**config.mk**
```make
export PLATFORM = sky130hd
export DESIGN_NAME = pipe_stage_skid
export DESIGN_NICKNAME = d
export VERILOG_FILES = /design/src/rtl/pipe_stage_skid_pkg.sv /design/src/rtl/pipe_stage_skid_sat_counter.sv /design/src/rtl/pipe_stage_skid.sv
export SDC_FILE = /design/constraint.sdc
export NUM_CORES = 1
export LEC_CHECK = 0
export ABC_CLOCK_PERIOD_IN_PS = 2100
export CORE_UTILIZATION = 35
export DETAILED_ROUTE_END_ITERATION = 16
export MAX_ROUTING_LAYER = met4
export PLACE_DENSITY = 0.63
export SLEW_MARGIN = 15
export SYNTH_ARGS = -nofsm -noshare
export SYNTH_HDL_FRONTEND = slang
export SYNTH_SLANG_ARGS = --single-unit
```
**constraint.sdc**
```tcl
create_clock -name clk -period 2.1 [get_ports clk]
set_clock_uncertainty 0.1 [all_clocks]
set_input_delay 0.525 -clock clk [delete_from_list [all_inputs] [get_ports clk]]
set_output_delay 0.525 -clock clk [all_outputs]
set_load 0.03 [all_outputs]
```
**src/rtl/pipe_stage_skid_pkg.sv**
```systemverilog
// Shared types for the elastic pipeline stage register.
// State encoding doubles as the occupancy count.
package pipe_stage_skid_pkg;

  localparam int PIPE_OCC_W = 2;

  typedef enum logic [1:0] {
    ST_EMPTY = 2'd0,
    ST_ONE   = 2'd1,
    ST_FULL  = 2'd2
  } pipe_state_e;

  function automatic logic [PIPE_OCC_W-1:0] occ_of(input pipe_state_e s);
    logic [PIPE_OCC_W-1:0] occ;
    occ = 2'd0;
    case (s)
      ST_ONE:  occ = 2'd1;
      ST_FULL: occ = 2'd2;
      default: occ = 2'd0;
    endcase
    return occ;
  endfunction

endpackage

```
**src/rtl/pipe_stage_skid_sat_counter.sv**
```systemverilog
// Saturating up-counter with synchronous clear; shared by the perf counters.
module sat_counter #(
  parameter int W = 16
) (
  input  logic         clk,
  input  logic         en,
  input  logic         clr,
  output logic [W-1:0] q
);

  always_ff @(posedge clk) begin
    if (clr) begin
      q <= '0;
    end else if (en && (q != {W{1'b1}})) begin
      q <= q + W'(1);
    end
  end

endmodule

```
**src/rtl/pipe_stage_skid.sv**
```systemverilog
// Elastic valid/ready stage register with optional 2-entry skid buffer.
// Priority per cycle: rst > flush > handshake.
module pipe_stage_skid
  import pipe_stage_skid_pkg::*;
#(
  parameter int DATA_W    = 192,
  parameter bit REG_READY = 1'b1,
  parameter int CNT_W     = 16
) (
  input  logic              clk,
  input  logic              rst,
  input  logic              flush,
  input  logic              in_valid,
  output logic              in_ready,
  input  logic [DATA_W-1:0] in_data,
  output logic              out_valid,
  input  logic              out_ready,
  output logic [DATA_W-1:0] out_data,
  output logic [1:0]        occupancy,
  output logic [CNT_W-1:0]  stall_cnt
);

  pipe_state_e       state_q, state_d;
  logic [DATA_W-1:0] main_q, main_d;
  logic [DATA_W-1:0] skid_q, skid_d;
  logic              valid_int;
  logic              in_fire;
  logic              out_fire;

  assign valid_int = (state_q != ST_EMPTY);
  assign in_fire   = in_valid & in_ready;
  assign out_fire  = valid_int & out_ready;

  // Main always holds the oldest entry, so the skid can never overtake it.
  always_comb begin
    state_d = state_q;
    main_d  = main_q;
    skid_d  = skid_q;
    if (flush) begin
      state_d = ST_EMPTY;
      main_d  = '0;
      skid_d  = '0;
    end else begin
      case (state_q)
        ST_EMPTY: begin
          if (in_fire) begin
            state_d = ST_ONE;
            main_d  = in_data;
          end
        end
        ST_ONE: begin
          if (in_fire && out_fire) begin
            main_d = in_data;
          end else if (in_fire) begin
            if (REG_READY) begin
              state_d = ST_FULL;
              skid_d  = in_data;
            end
          end else if (out_fire) begin
            state_d = ST_EMPTY;
            main_d  = '0;
          end
        end
        ST_FULL: begin
          if (out_fire) begin
            state_d = ST_ONE;
            main_d  = skid_q;
            skid_d  = '0;
          end
        end
        default: begin
          state_d = ST_EMPTY;
          main_d  = '0;
          skid_d  = '0;
        end
      endcase
    end
  end

  always_ff @(posedge clk) begin
    if (rst) begin
      state_q <= ST_EMPTY;
      main_q  <= '0;
    end else begin
      state_q <= state_d;
      main_q  <= main_d;
    end
  end

  generate
    if (REG_READY) begin : g_skid
      logic in_ready_q;

      // in_ready is registered from next state, cutting any out_ready->in_ready path.
      always_ff @(posedge clk) begin
        if (rst) begin
          skid_q     <= '0;
          in_ready_q <= 1'b1;
        end else begin
          skid_q     <= skid_d;
          in_ready_q <= (state_d != ST_FULL);
        end
      end

      assign in_ready = in_ready_q;
    end else begin : g_no_skid
      logic unused_skid;

      assign skid_q      = '0;
      assign unused_skid = ^skid_d;
      assign in_ready    = out_ready | ~valid_int;
    end
  endgenerate

  assign out_valid = valid_int;
  assign out_data  = valid_int ? main_q : '0;
  assign occupancy = occ_of(state_q);

  sat_counter #(
    .W (CNT_W)
  ) u_stall_cnt (
    .clk (clk),
    .en  (valid_int & ~out_ready),
    .clr (rst),
    .q   (stall_cnt)
  );

endmodule

```
==> results of run 1 <==
## timing repair
item / CTS / global route
setup buffers: 10 / 7
pin swaps: 16 / 2
endpoints found under the setup margin: 212 / 251
gates cloned: 6 / 6
gates resized for setup: 140 / 40
## power groups by stage
| stage | registers (mW) | logic [mW] | clock network [mW] |
|---|---|---|---|
| after floorplan | 8.03 | 1.39 | 0 |
| after global placement | 8.05 | 2.59 | 0 |
| after detailed placement | 8.06 | 2.63 | 0 |
| after CTS | 7.89 | 2.74 | 8.80 |
| after global routing | 7.90 | 3.06 | 9.10 |
| final | 7.89 | 2.84 | 8.61 |
## placed cells by master (no fill, tap or decap), types with 66 or more instances in the layout
cell,count
sky130_fd_sc_hd__mux2i_1,286
sky130_fd_sc_hd__nor2_1,295
sky130_fd_sc_hd__clkdlybuf4s50_1,196
sky130_fd_sc_hd__dfxtp_1,401
sky130_fd_sc_hd__a22o_1,99
sky130_fd_sc_hd__buf_12,66
sky130_fd_sc_hd__buf_4,175
sky130_fd_sc_hd__and2_1,341
sky130_fd_sc_hd__buf_6,88
sky130_fd_sc_hd__o21ai_0,189
sky130_fd_sc_hd__a21oi_1,200
sky130_fd_sc_hd__nand2_1,199
sky130_fd_sc_hd__and3_1,195
## critical path, delay by kind of cell, from the launching register on
family        cells  cell delay (ns)
buf+inv           4             0.58
simple gates      2             0.33
flops             1             0.35
## logic make-up after synthesis
family	after synthesis
AND/OR/NAND/NOR	1115
AO/OA/AOI/OAI	511
flip-flops	403
multiplexers	290
buffers and inverters	244
adder cells (fa/ha/maj)	1
## layer usage
metal / GRT usage / vias to the layer above / part of all wire
met5: - / - / 0
met4: 0.08842 / 0 / 0.030
met3: 0.03896 / 123 / 0.049
met2: 0.3825 / 489 / 0.49
met1: 0.2632 / 9390 / 0.43
li1: - / 9495 / -
## sequential cells by signal, indices dropped and copies added, names as in the netlist
signal         count
main_q           192
u_stall_cnt.q     16
state_q            2
in_ready           1
skid_q           192
## worst max path at each step
stage | startpoint | endpoint | cells after the start
2_1_floorplan | u_stall_cnt.q[4] | u_stall_cnt.q[15] | 4
3_3_place_gp | out_ready | main_q[11] | 8
3_5_place_dp | out_ready | u_stall_cnt.q[9] | 5
4_1_cts | state_q[0] | out_data[173] | 6
5_1_grt | state_q[1] | out_data[153] | 6
6_report | state_q[1] | out_data[173] | 6
## layout make-up
class	instances	area, sq um
Fill cell	5491	30060
Clock buffer	67	1414
Clock inverter	18	207.7
Timing Repair Buffer	562	6269
Tap cell	773	967.2
Antenna cell	12	30.03
Multi-Input combinational cell	1917	11860
Inverter	6	27.53
Sequential cell	403	8075
## metrics by stage
| step | hold slack [ns] | power, mW | setup TNS, ns |
|---|---|---|---|
| detailed placement | 0.3381 | 10.69 | -138.20 |
| floorplan | 0.3273 | 9.419 | 0 |
| CTS | 0.3463 | 19.43 | -75.22 |
| global route | 0.3617 | 20.06 | -75.03 |
| finish | 0.3444 | 19.34 | -61.87 |
| global placement | 0.3350 | 10.64 | -123.96 |
==> out/results.env, run 1 <==
SYNTH_TOP_AREA_CELL='sky130_fd_sc_hd__dfxtp_1'
FINAL_LAYOUT_SIZE_SUFFIX_GT1_FRAC=0.1678
POSTLAYOUTCOREUTIL=0.4897
INITIAL_DRT_MARKERS=1344
FP-ROW-COUNT=89
REGTOREGENDPOINT='u_stall_cnt.q[11]'
POST-ROUTE-PERIOD-UTIL=1.182
SLEW_VIOLATIONS=0
POWER.IR.VDD_WORST_mV=0.6422
FINALNONFILLERCELLS=3758
REQUIRED_NS=1.47
CELL_COUNT_POST_PLACEMENT=3632
COUNT_OF_FLIP_FLOPS_WITH_A_BUILT_IN_ENABLE_AFTER_SYNTHESIS=0
GRT_PASS1_VIAS=19400
GLOBAL_ROUTE.OVERFLOW_TOTAL=0
POSTSYNTH.ASYNCRESETSHARE=0
MAX-SLEW-MARGIN-REL=0.5595
POST-ROUTE-MIN-PERIOD_NS=2.482
CORE-AREA_SQ_MM=0.05891
RSZ0062_AT_GRT='yes'
VIAS=19500
SYNTH_CELL_TYPE_COUNT=46
DIE-AREA_SQ_MM=0.06047
NETLIST_TOP_CELLS_AREA='sky130_fd_sc_hd__dfxtp_1, sky130_fd_sc_hd__mux2i_1, sky130_fd_sc_hd__and2_1'
SHARE_COMB_OF_TOTAL_POWER=0.147
YOSYS.AREA_SHARE.XOR_XNOR=0
ANTENNA_FOUND_INITIAL=13
WIRELENGTH_MM=69.46
POWER.STATIC_LEAKAGE_nW=11.73
WORST_SLACK_NS=-0.3824
GRTUSAGETOTAL=0.2254
ORDERED_CELL_LIST_FOR_THE_CRITICAL_PATH='nor2_4, inv_6, buf_12, buf_16, and2_1, buf_4'
TIMING.HOLD.WORST.CLASS='flip-flop to flip-flop'
WORSTSETUPENDPOINTTYPE='output port'
GRT_FIRST_PASS_WIRELENGTH_MM=106.4
FIN_NETS=3136
POST-SYNTH-TOP-AREA-FRACTION=0.3875
POWER.CLOCK.FRACTION=0.445
TIMING.FMAX_GHz=0.4028
POWER.NET_SWITCHING_mW=4.988
HOLD_BUFFERS=0
SEQPWRFRAC=0.408
VIOLATIONS='DRC, setup timing'
TIMING.MAX_CAP.VIOLATIONS=0
WORST_EP_ARRIVAL_TIME_NS=1.86
FINAL_ANTENNA_NET_COUNT=0
HTREE_DEPTH=2
CRIT_TYPE='flip-flop to output port'
TIMING.FINAL.HOLD_VIOLATIONS=0
SYNTHESIS.YOSYS.WARNINGS=0
SYNTHTOLAYOUTAREAGROWTH_PCT=38.54
MAX_STAGE_DELAY_NS=0.35
RR_WORST_DEPTH=8
LAYOUT.CELL_AREA.NON_FILLER_SQ_MM=0.02885
FIRSTDRTPASSITERS=11
HOLD_START='main_q[188]'
FP.DIEW_UM=245.9
SWITCHING_SHARE=0.2579
CTS-ROOT-TO-SINK-BUFFERS=3
DRCVIOLATIONCOUNT=1
CRITICAL_PATH_LAUNCH_POINT_TYPE='flip-flop'
INITIAL_UTILIZATION=0.3535
PLACE_CONGESTION=0.8680
AVG_SYNTHESIZED_CELL_AREA_SQ_UM=8.121
IO_PINS=409
CRITICAL_PATH_PEAK_FANOUT=26
STATUS='finished with violations'
YOSYS_REGISTER_BITS=403
YOSYSMOSTFREQUENTCELL='sky130_fd_sc_hd__dfxtp_1'
TIMING.REG2REG.SETUP_SLACK_NS=0.05
SYNTH_ADDER_AREA_SHARE=0.0006009
POWER_DENSITY_mW_PER_MM2=670.5
IO_BUFFER_COUNT=408
MOST_NUMEROUS_CELL_TYPES_IN_THE_SYNTHESIZED_NETLIST='sky130_fd_sc_hd__dfxtp_1, sky130_fd_sc_hd__and2_1, sky130_fd_sc_hd__nor2_1'
CLK_PIN_SLEW_NS=0.06
MASTER_CELL_OF_THE_CLOCK_ROOT_BUFFER='sky130_fd_sc_hd__clkbuf_16'
TIGHTEST_SLEW_NS=0.6608
DPL_WORST_SLACK_NS=-0.4611
HOLDPATHEND='main_q[188]'
DR_VIAS_CELL=5.188
LARGEST_FAMILY_OF_LOGIC_CELLS_BY_SYNTHESIZED_AREA='simple AND/OR/NAND/NOR gates'
SEQ_AREA_FRAC_SYNTH=0.3875
DOMINANTREGCELLSYNTH='sky130_fd_sc_hd__dfxtp_1'
CRIT_SLOWEST_CELL='sky130_fd_sc_hd__dfxtp_4'
TRITONCTS='built'
GRT_MAX_DEGREE=64
SETUP_VIOLATIONS_FINAL=195
R2R-START='state_q[1]'
WORSTHOLDPATHCELLS=2
PLACED_INST_AREA_SQ_MM=0.02617
SYNTH.AREA.MUX_SHARE=0.1397
PLACE_HPWL_MM=45.64
WORSTSKEWPAIRLATENCY_NS=0.59
CLK_SINK_COUNT=403
P_INT_mW=14.35
CTS_MADE_BUFFERS=48
SYNTH-COMPOUND-AREA-SHARE=0.1434
POST_SYNTHESIS_NET_COUNT=2762
DIE_H_UM=245.9
POST_DRT_WL_PER_CELL_UM=18.48
YOSYS.AREA_SHARE.SIMPLE=0.2776
POST_SYNTH_INSTANCE_AREA_SQ_MM=0.02082
SYNTHESIS.INSTANCES=2564
Power figures use the tool's default switching activity.
==> inputs of run 2 (changes only) <==
--- a/config.mk
+++ b/config.mk
@@ -5,7 +5,6 @@
 export SDC_FILE = /design/constraint.sdc
 export NUM_CORES = 1
 export LEC_CHECK = 0
-export ABC_CLOCK_PERIOD_IN_PS = 2100
 export CORE_UTILIZATION = 35
 export DETAILED_ROUTE_END_ITERATION = 16
 export MAX_ROUTING_LAYER = met4
==> results of run 2 <==
Same layout as run 1: the final DEF is identical, and so are final timing and power.
